<file path="src/rtl/cpu_wb_pkg.sv">
// Shared types and helpers for the writeback arbiter and its register scoreboard.
package cpu_wb_pkg;

    localparam int NREQ     = 3;
    localparam int REG_AW   = 5;
    localparam int NREG     = 32;
    localparam int XLEN_MAX = 64;

    typedef logic [REG_AW-1:0] reg_addr_t;

    typedef struct packed {
        reg_addr_t           rd;
        logic [XLEN_MAX-1:0] data;
    } wb_req_t;

    // Index of the first valid requester, searching upward (with wrap) from start.
    function automatic logic [1:0] pick3(input logic [2:0] valid, input logic [1:0] start);
        logic [1:0] a;
        logic [1:0] b;
        logic [1:0] c;
        case (start)
            2'd1:    begin a = 2'd1; b = 2'd2; c = 2'd0; end
            2'd2:    begin a = 2'd2; b = 2'd0; c = 2'd1; end
            default: begin a = 2'd0; b = 2'd1; c = 2'd2; end
        endcase
        if (valid[a]) begin
            pick3 = a;
        end else if (valid[b]) begin
            pick3 = b;
        end else begin
            pick3 = c;
        end
    endfunction

    function automatic logic [5:0] popcount32(input logic [NREG-1:0] v);
        logic [5:0] cnt;
        cnt = 6'd0;
        for (int i = 0; i < NREG; i++) begin
            cnt = cnt + {5'd0, v[i]};
        end
        return cnt;
    endfunction

endpackage

</file>
<file path="src/rtl/cpu_wb_scoreboard.sv">
// Pending-write scoreboard: one busy bit per architectural register (x0 never busy),
// reservation handshake with WAW stall, and a registered popcount of the busy vector.
module cpu_wb_scoreboard
    import cpu_wb_pkg::*;
(
    input  logic              clk,
    input  logic              reset,
    input  logic              set_en,
    input  logic [REG_AW-1:0] set_rd,
    output logic              set_ready,
    input  logic              clr_en,
    input  logic [REG_AW-1:0] clr_rd,
    input  logic [REG_AW-1:0] rs1_addr,
    input  logic [REG_AW-1:0] rs2_addr,
    output logic              rs1_busy,
    output logic              rs2_busy,
    output logic [5:0]        pending_cnt
);

    logic [NREG-1:0] r_busy;
    logic [NREG-1:0] w_busy_nxt;
    logic [NREG-1:0] w_set_mask;
    logic [NREG-1:0] w_clr_mask;
    logic [5:0]      r_cnt;

    // Clear from the retiring write first, then apply the accepted reservation.
    always_comb begin
        set_ready = !reset && !r_busy[set_rd];
        if (set_en && set_ready) begin
            w_set_mask = 32'd1 << set_rd;
        end else begin
            w_set_mask = 32'd0;
        end
        if (clr_en) begin
            w_clr_mask = 32'd1 << clr_rd;
        end else begin
            w_clr_mask = 32'd0;
        end
        w_busy_nxt = ((r_busy & ~w_clr_mask) | w_set_mask) & ~32'd1;
    end

    // Busy vector and its count move on the same edge.
    always_ff @(posedge clk or posedge reset) begin
        if (reset) begin
            r_busy <= 32'd0;
            r_cnt  <= 6'd0;
        end else begin
            r_busy <= w_busy_nxt;
            r_cnt  <= popcount32(w_busy_nxt);
        end
    end

    assign rs1_busy    = r_busy[rs1_addr];
    assign rs2_busy    = r_busy[rs2_addr];
    assign pending_cnt = r_cnt;

endmodule

</file>
<file path="src/rtl/cpu_wb_arbiter.sv">
// Writeback arbiter: one grant per cycle into a registered regfile write port.
// Define CPU_WB_RR_EN for round-robin arbitration; default is fixed priority 0 > 1 > 2.
module cpu_wb_arbiter
    import cpu_wb_pkg::*;
#(
    parameter int XLEN = 32,
    parameter int NREQ = cpu_wb_pkg::NREQ
) (
    input  logic                        clk,
    input  logic                        reset,
    input  logic [NREQ-1:0]             req_valid,
    input  logic [NREQ-1:0][REG_AW-1:0] req_rd,
    input  logic [NREQ-1:0][XLEN-1:0]   req_data,
    output logic [NREQ-1:0]             req_ready,
    output logic [REG_AW-1:0]           rd_addr,
    output logic [XLEN-1:0]             rd_data,
    output logic                        rd_write_en,
    input  logic                        reserve_en,
    input  logic [REG_AW-1:0]           reserve_rd,
    output logic                        reserve_ready,
    input  logic [REG_AW-1:0]           rs1_addr,
    input  logic [REG_AW-1:0]           rs2_addr,
    output logic                        rs1_busy,
    output logic                        rs2_busy,
    output logic [5:0]                  pending_cnt
);

    logic       w_any;
    logic [1:0] w_idx;
    logic [1:0] w_start;
    wb_req_t    w_sel;
    wb_req_t    r_wb;
    logic       r_wen;
    logic       w_unused_data;

`ifdef CPU_WB_RR_EN
    logic [1:0] r_ptr;

    // Pointer holds the next search origin and moves only when something is granted.
    always_ff @(posedge clk or posedge reset) begin
        if (reset) begin
            r_ptr <= 2'd0;
        end else if (w_any) begin
            r_ptr <= (w_idx == 2'd2) ? 2'd0 : w_idx + 2'd1;
        end else begin
            r_ptr <= r_ptr;
        end
    end

    assign w_start = r_ptr;
`else
    assign w_start = 2'd0;
`endif

    // Combinational grant; nothing is granted while reset is high.
    always_comb begin
        w_any      = |req_valid && !reset;
        w_idx      = pick3(req_valid, w_start);
        w_sel.rd   = req_rd[w_idx];
        w_sel.data = XLEN_MAX'(req_data[w_idx]);
        if (w_any) begin
            req_ready = 3'b001 << w_idx;
        end else begin
            req_ready = 3'b000;
        end
    end

    // Capture the granted writeback; a write to x0 is consumed without enabling the port.
    always_ff @(posedge clk or posedge reset) begin
        if (reset) begin
            r_wb  <= '0;
            r_wen <= 1'b0;
        end else if (w_any) begin
            r_wb  <= w_sel;
            r_wen <= (w_sel.rd != 5'd0);
        end else begin
            r_wb  <= r_wb;
            r_wen <= 1'b0;
        end
    end

    assign rd_addr       = r_wb.rd;
    assign rd_data       = r_wb.data[XLEN-1:0];
    assign rd_write_en   = r_wen;
    assign w_unused_data = ^r_wb.data;

    cpu_wb_scoreboard u_sb (
        .clk         (clk),
        .reset       (reset),
        .set_en      (reserve_en),
        .set_rd      (reserve_rd),
        .set_ready   (reserve_ready),
        .clr_en      (r_wen),
        .clr_rd      (r_wb.rd),
        .rs1_addr    (rs1_addr),
        .rs2_addr    (rs2_addr),
        .rs1_busy    (rs1_busy),
        .rs2_busy    (rs2_busy),
        .pending_cnt (pending_cnt)
    );

endmodule

</file>
<file path="config.mk">
export PLATFORM = sky130hd
export DESIGN_NAME = cpu_wb_arbiter
export DESIGN_NICKNAME = d
export VERILOG_FILES = /design/src/rtl/cpu_wb_pkg.sv /design/src/rtl/cpu_wb_scoreboard.sv /design/src/rtl/cpu_wb_arbiter.sv
export SDC_FILE = /design/constraint.sdc
export NUM_CORES = 1
export LEC_CHECK = 0
export BUFFER_PORTS_ARGS = -buffer_cell sky130_fd_sc_hd__buf_2
export CAP_MARGIN = 15
export CORE_ASPECT_RATIO = 1.5
export CORE_MARGIN = 2
export CORE_UTILIZATION = 30
export CTS_CLUSTER_DIAMETER = 40
export DETAILED_ROUTE_END_ITERATION = 16
export GPL_ROUTABILITY_DRIVEN = 0
export SETUP_SLACK_MARGIN = 0.4
export SLEW_MARGIN = 20
export SYNTH_ARGS = -nofsm -noshare
export SYNTH_HDL_FRONTEND = slang
export SYNTH_SLANG_ARGS = --single-unit
</file>
<file path="constraint.sdc">
create_clock -name clk -period 5.6 [get_ports clk]
set_clock_uncertainty 0.05 [all_clocks]
set_input_delay 1.12 -clock clk [delete_from_list [all_inputs] [get_ports clk]]
set_output_delay 1.12 -clock clk [all_outputs]
set_load 0.02 [all_outputs]
</file>
# Yosys cells after proc, flatten, opt, wreduce, memory -nomap -nowiden
# Cells that the tools add are included.
[classes]
addsub = 30
n_mul = 0
n_div = 0
order_cmp = 4
n_eq_ne = 0
shift = 3
n_mux = 16
bitwise_logic = 3
n_reduce_logical = 7
[ops]
columns = ["operator", "count"]
rows = [
  ["$add A6 B1 Y6", 29],
  ["$mux W32", 3],
  ["$bmux W32 S2", 1],
  ["$shl A1 B5 Y32 const A", 2],
  ["$and A32 B32 Y32", 1],
  ["$not A32 Y32", 1],
  ["$or A32 B32 Y32", 1],
  ["$lt A5 B6 Y1 const B", 3],
  ["$bmux W1 S5", 3],
  ["$bmux W5 S2", 1],
  ["$mux W5", 1],
  ["$reduce_bool A5 Y1", 1],
  ["$mux W1", 4],
  ["$mux W2", 2],
  ["$logic_and A1 B1 Y1", 3],
  ["$lt A2 B3 Y1 const B", 1],
  ["$mux W3", 1],
  ["$reduce_or A3 Y1", 1],
  ["$shl A1 B2 Y3 const A", 1],
  ["$add A1 B1 Y2", 1],
  ["$logic_not A1 Y1", 2],
]
[totals]
reg_bits = 75
latchBits = 0
ram_bits = 0
mem_bits_ro = 0
in_bits = 132
out_inout_bits = 50
wordCells = 68
n_memories = 0

# Depth between registers and ports, before layout
[depth]
word_depth = 37
ltp_mapped = 22

# By module
# Synthesis repeated with hierarchy kept, for this count alone.
[unflattened]
cells_unflattened = 568
area_unflattened_um2 = 5684.2
[by_module_without_submodules]
columns = ["module", "n_inst", "cells_per_inst", "area_per_inst_um2", "seq_area_each_um2"]
rows = [
  ["cpu_wb_scoreboard", 1, 318, 3479.6, 925.9],
  ["cpu_wb_arbiter", 1, 250, 2204.6, 950.9],
]

# Worst setup path before layout
# No wires, ideal clock.
[synth_path]
path_kind = "input port to flip-flop"
startpoint = "in reset"
endpoint = "reg u_sb.r_cnt[4] (netlist: u_sb.pending_cnt[4])"
setup_time_ns = 0.080
arrival_time_ns = 7.784
setup_slack_ns = -2.314
cell_stages = 18
path_cell_list = "inv_1 nand2_2 buf_6 o31a_1 fa_1 fa_1 fa_1 inv_1 fa_1 fa_1 inv_1 fa_1 inv_1 ha_1 fa_1 a21o_1 a21oi_1 xnor2_1"
[synth_via]
elab_chain_cells = 35
[synth_rtl]
columns = ["item", "line", "rtl"]
rows = [
  ["start, declared", "cpu_wb_arbiter.sv:10", "input logic reset,"],
  ["$logic_not A1 Y1 (no source line) *", "-", ""],
  ["$logic_and A1 B1 Y1 *", "cpu_wb_scoreboard.sv:28", "set_ready = !reset && !r_busy[set_rd];"],
  ["$logic_and A1 B1 Y1 *", "cpu_wb_scoreboard.sv:29", "if (set_en && set_ready) begin"],
  ["$mux W32 *", "cpu_wb_scoreboard.sv:29", ""],
  ["$or A32 B32 Y32 *", "cpu_wb_scoreboard.sv:39", "w_busy_nxt = ((r_busy & ~w_clr_mask) | w_set_mask) & ~32'd1;"],
  ["$add A1 B1 Y2", "cpu_wb_pkg.sv:39", "cnt = cnt + {5'd0, v[i]};"],
  ["$add A6 B1 Y6 (28 in a row)", "cpu_wb_pkg.sv:39", ""],
  ["$add A6 B1 Y6 *", "cpu_wb_pkg.sv:39", ""],
  ["end signal, assigned", "cpu_wb_scoreboard.sv:49", "r_cnt <= popcount32(w_busy_nxt);"],
  ["end, declared", "cpu_wb_scoreboard.sv:24", "logic [5:0] r_cnt;"],
]
# Every way passes the cells marked *; elsewhere a longest branch is shown, timed or not.
# A chain may end at the register's enable or synchronous reset.

# Worst setup path in the final report
[layout_path]
startpoint = "in reserve_rd[1]"
endpoint = "reg u_sb.r_cnt[4] (netlist: u_sb.pending_cnt[4])"
[layout_via]
elab_chain_cells = 37
elab_cells_between_ends = 38
[layout_rtl]
columns = ["item", "line", "rtl"]
rows = [
  ["start, declared", "cpu_wb_arbiter.sv:19", "input logic [REG_AW-1:0] reserve_rd,"],
  ["$bmux W1 S5", "cpu_wb_scoreboard.sv:28", ""],
  ["$mux W1 (not written as such)", "cpu_wb_scoreboard.sv:28", ""],
  ["$logic_not A1 Y1", "cpu_wb_scoreboard.sv:28", ""],
  ["$logic_and A1 B1 Y1", "cpu_wb_scoreboard.sv:28", ""],
  ["$logic_and A1 B1 Y1", "cpu_wb_scoreboard.sv:29", ""],
  ["$mux W32 *", "cpu_wb_scoreboard.sv:29", ""],
  ["$or A32 B32 Y32 *", "cpu_wb_scoreboard.sv:39", ""],
  ["net u_sb.w_busy_nxt[2]", "cpu_wb_scoreboard.sv:21", "logic [NREG-1:0] w_busy_nxt;"],
  ["$add A1 B1 Y2 *", "cpu_wb_pkg.sv:39", ""],
  ["$add A6 B1 Y6 * (29 in a row)", "cpu_wb_pkg.sv:39", ""],
]
# Mark *: on every way through the listed nets, which the timed path passes. The rest lies on a longest branch. The select of a mux whose other input is x is not followed.

==> metrics.yaml <==
run_status: "finished, violations left"
violations_in_the_final_reports: "negative setup slack"
grt_pass1_wl_um: 28000
grt.overflow.total: 0
postLayoutSetupSlackWorst_ns: -0.885
io_pins: 182
data_arrival_at_the_endpoint_of_the_critical_path_ns: 6.69
vias_in_the_first_global_route: 5430
clock_path_buffers: 2
synth-edff-count: 0
first_iter_violations: 265
die_h_um: 168
via_per_inst: 5.03
fp.dieArea_mm2: 0.0191
data_required_time_at_the_worst_endpoint_ns: 5.80
drv_slew: 0
mostFrequentLayoutCell: "sky130_fd_sc_hd__buf_2"
cp-startpoint: "reserve_rd[1]"
drt_first_pass_iters: 5
total_setup_violations_reported_at_the_end_of_the_flow: 6
yosys_warnings: 0
clk_latency_ns: 0.34
coreArea_mm2: 0.0178
rsz0062_at_grt: "yes"
layout_common_cells: "sky130_fd_sc_hd__buf_2 (179), sky130_fd_sc_hd__buf_4 (96), sky130_fd_sc_hd__o21ai_0 (81), sky130_fd_sc_hd__dfrtp_1 (75), sky130_fd_sc_hd__nand2_1 (53)"
cts.hold.buffers_added: 0
dp_hpwl_um: 14500
achievable-frequency_ghz: 0.154
cts_tree: "built"
dpl_worst_slack_ns: -1.33
hold_viol_final: 0
post_route_cells_drive_above_1_share_pct: 43.1
critical_path.startpoint_type: "input pin"
async_reset_ff_share_pct: 100
routed-via-count: 5163
cts.clk_slew.worst_paths_ns: 0.06
reg2reg_depth: 20
place.port_buffers: 181
initial_core_util_pct: 30.3
r2r-start: "u_sb.r_busy[1]$_DFF_PP0_"
fp_rows: 60
totalWireLength_um: 17700
antenna_found_initial: 0
cts_made_buffers: 9
insertedDiodeCount: 0
worstHoldPathCells: 2
maxSlewHeadroom_pct: 34.2
hold_class: "flip-flop to flip-flop"
fp.dieW_um: 113
maxCapViolCount: 0
post-route-period-util_pct: 116
post_synth_inst_count: 556
min_from: "rd_data[17]$_DFFE_PP0P_"
ys_types: 45
crit_path_end_kind: "flip-flop"
cts.sinks: 75
crit_type: "input pin to flip-flop"
synth.ff_latch_count: 75
drtAntennaViolNets: 0
grt_start_max_net_pins: 76
avg_inst_size_synth_um2: 9.70
nets: 970
whs_ns: 0.421
seq_area_frac_synth_pct: 34.8
synthesis.area_mm2: 0.00539
gr-usage-all-layers_pct: 19.1
syn_nets: 720
final.min_clock_period_ns: 6.49
prevailing_post_synth_register_cell: "sky130_fd_sc_hd__dfrtp_1"
setup-tns-final_ns: -3.88
drt-wirelength-per-cell_um: 17.2
tightestPinTransition_ns: 0.986
flow.area_growth_from_synthesis_pct: 40.2
worstPathMaxFanout: 3
cts_htree_levels: 3
cts-root-buf: "sky130_fd_sc_hd__clkbuf_16"
detail_route.drc_violations: 0
-- Yosys cell counts, types with 4 or more instances --
cell,number,share of area [%]
sky130_fd_sc_hd__o21a_1,6,0.84
sky130_fd_sc_hd__mux2i_1,43,8.0
sky130_fd_sc_hd__nor2_1,42,2.9
sky130_fd_sc_hd__mux2_2,4,0.84
sky130_fd_sc_hd__o21ai_0,83,7.7
sky130_fd_sc_hd__o41a_1,5,1.0
sky130_fd_sc_hd__buf_2,9,0.84
sky130_fd_sc_hd__nand3_1,7,0.65
sky130_fd_sc_hd__o31ai_1,9,1.3
sky130_fd_sc_hd__o31a_1,6,0.97
sky130_fd_sc_hd__o41ai_2,5,1.5
sky130_fd_sc_hd__ha_1,9,2.1
sky130_fd_sc_hd__a21oi_1,42,3.9
sky130_fd_sc_hd__mux4_2,21,8.8
sky130_fd_sc_hd__clkbuf_1,24,1.7
sky130_fd_sc_hd__dfrtp_1,75,35
sky130_fd_sc_hd__inv_1,37,2.6
sky130_fd_sc_hd__nand2_1,53,3.7
sky130_fd_sc_hd__fa_1,23,8.5
sky130_fd_sc_hd__nand3b_1,8,1.1
sky130_fd_sc_hd__nor2b_1,6,0.70
-- flip-flops by register name, indices dropped and copies added (netlist names) --
signal            flops
u_sb.r_busy          31
rd_write_en           1
rd_addr               5
u_sb.pending_cnt      6
rd_data              32
-- kinds of logic after synthesis --
| logic type | count (synthesis) | share of synthesized area [%] |
|---|---|---|
| compound gates | 169 | 19.2 |
| xor+xnor | 3 | 0.487 |
| fa+ha+maj | 32 | 10.6 |
| buf+inv | 76 | 5.91 |
| flops | 75 | 34.8 |
| mux | 69 | 17.9 |
| simple gates | 132 | 11.1 |
-- routing by layer --
metal	part of all wire, %	track usage (%)	up-vias
met5	0	0	-
met3	5.0	3.28	61
met2	53	34.8	199
met4	6.5	12.4	0
met1	36	19.8	2413
li1	-	-	2490
-- per-stage QoR --
stage | cell area (um^2) | cells | utilization, %
6_report | 7560 | 1027 | 42.5
5_1_grt | 7560 | 1027 | 42.5
4_1_cts | 7510 | 1024 | 42.2
3_5_place_dp | 7150 | 1008 | 40.2
3_3_place_gp | 7150 | 1008 | 40.2
2_1_floorplan | 5430 | 556 | -
-- worst max-delay path, stage by stage --
cell and delay (ns):
sky130_fd_sc_hd__buf_8 0.10, sky130_fd_sc_hd__mux2_4 0.28, sky130_fd_sc_hd__a221o_1 0.32, sky130_fd_sc_hd__or4_4 0.48
sky130_fd_sc_hd__o21ai_4 0.20, sky130_fd_sc_hd__ha_4 0.22, sky130_fd_sc_hd__inv_2 0.05, sky130_fd_sc_hd__fa_1 0.42
sky130_fd_sc_hd__inv_2 0.08, sky130_fd_sc_hd__fa_1 0.43, sky130_fd_sc_hd__fa_2 0.56, sky130_fd_sc_hd__fa_2 0.43
sky130_fd_sc_hd__fa_1 0.49, sky130_fd_sc_hd__inv_1 0.05, sky130_fd_sc_hd__fa_2 0.52, sky130_fd_sc_hd__inv_2 0.04
sky130_fd_sc_hd__ha_4 0.15, sky130_fd_sc_hd__fa_2 0.33, sky130_fd_sc_hd__a21o_1 0.17, sky130_fd_sc_hd__a21oi_2 0.13
sky130_fd_sc_hd__xnor2_1 0.13
-- worst paths after layout --
kind / end / slack (ns)
max reg2reg: u_sb.pending_cnt[4]$_DFF_PP0_ / -0.38
min: rd_data[17]$_DFFE_PP0P_ / 0.42
min reg2reg: rd_data[17]$_DFFE_PP0P_ / 0.42
max: u_sb.pending_cnt[4]$_DFF_PP0_ / -0.89
max in group asynchronous: u_sb.pending_cnt[4]$_DFF_PP0_ / 3.40
min in group asynchronous: rd_data[20]$_DFFE_PP0P_ / 1.45
-- final cells by class --
type / instances / area (um^2)
clock inverter: 5 / 62.6
timing repair buffer: 278 / 1670
fill: 1776 / 10200
clock buffer: 10 / 239
multi-input combinational: 405 / 3300
tap: 217 / 272
inverter: 37 / 143
sequential: 75 / 1880
-- repair_timing --
item | 4_1_cts | 5_1_grt
gates resized for setup | 14 | 6
buffers inserted | 1 | 3
pin swaps | 7 | 6
setup endpoints to repair | 6 | 6
Power is not shown: default switching activity piles up to over one toggle a cycle in this logic, so the estimate is an artifact.
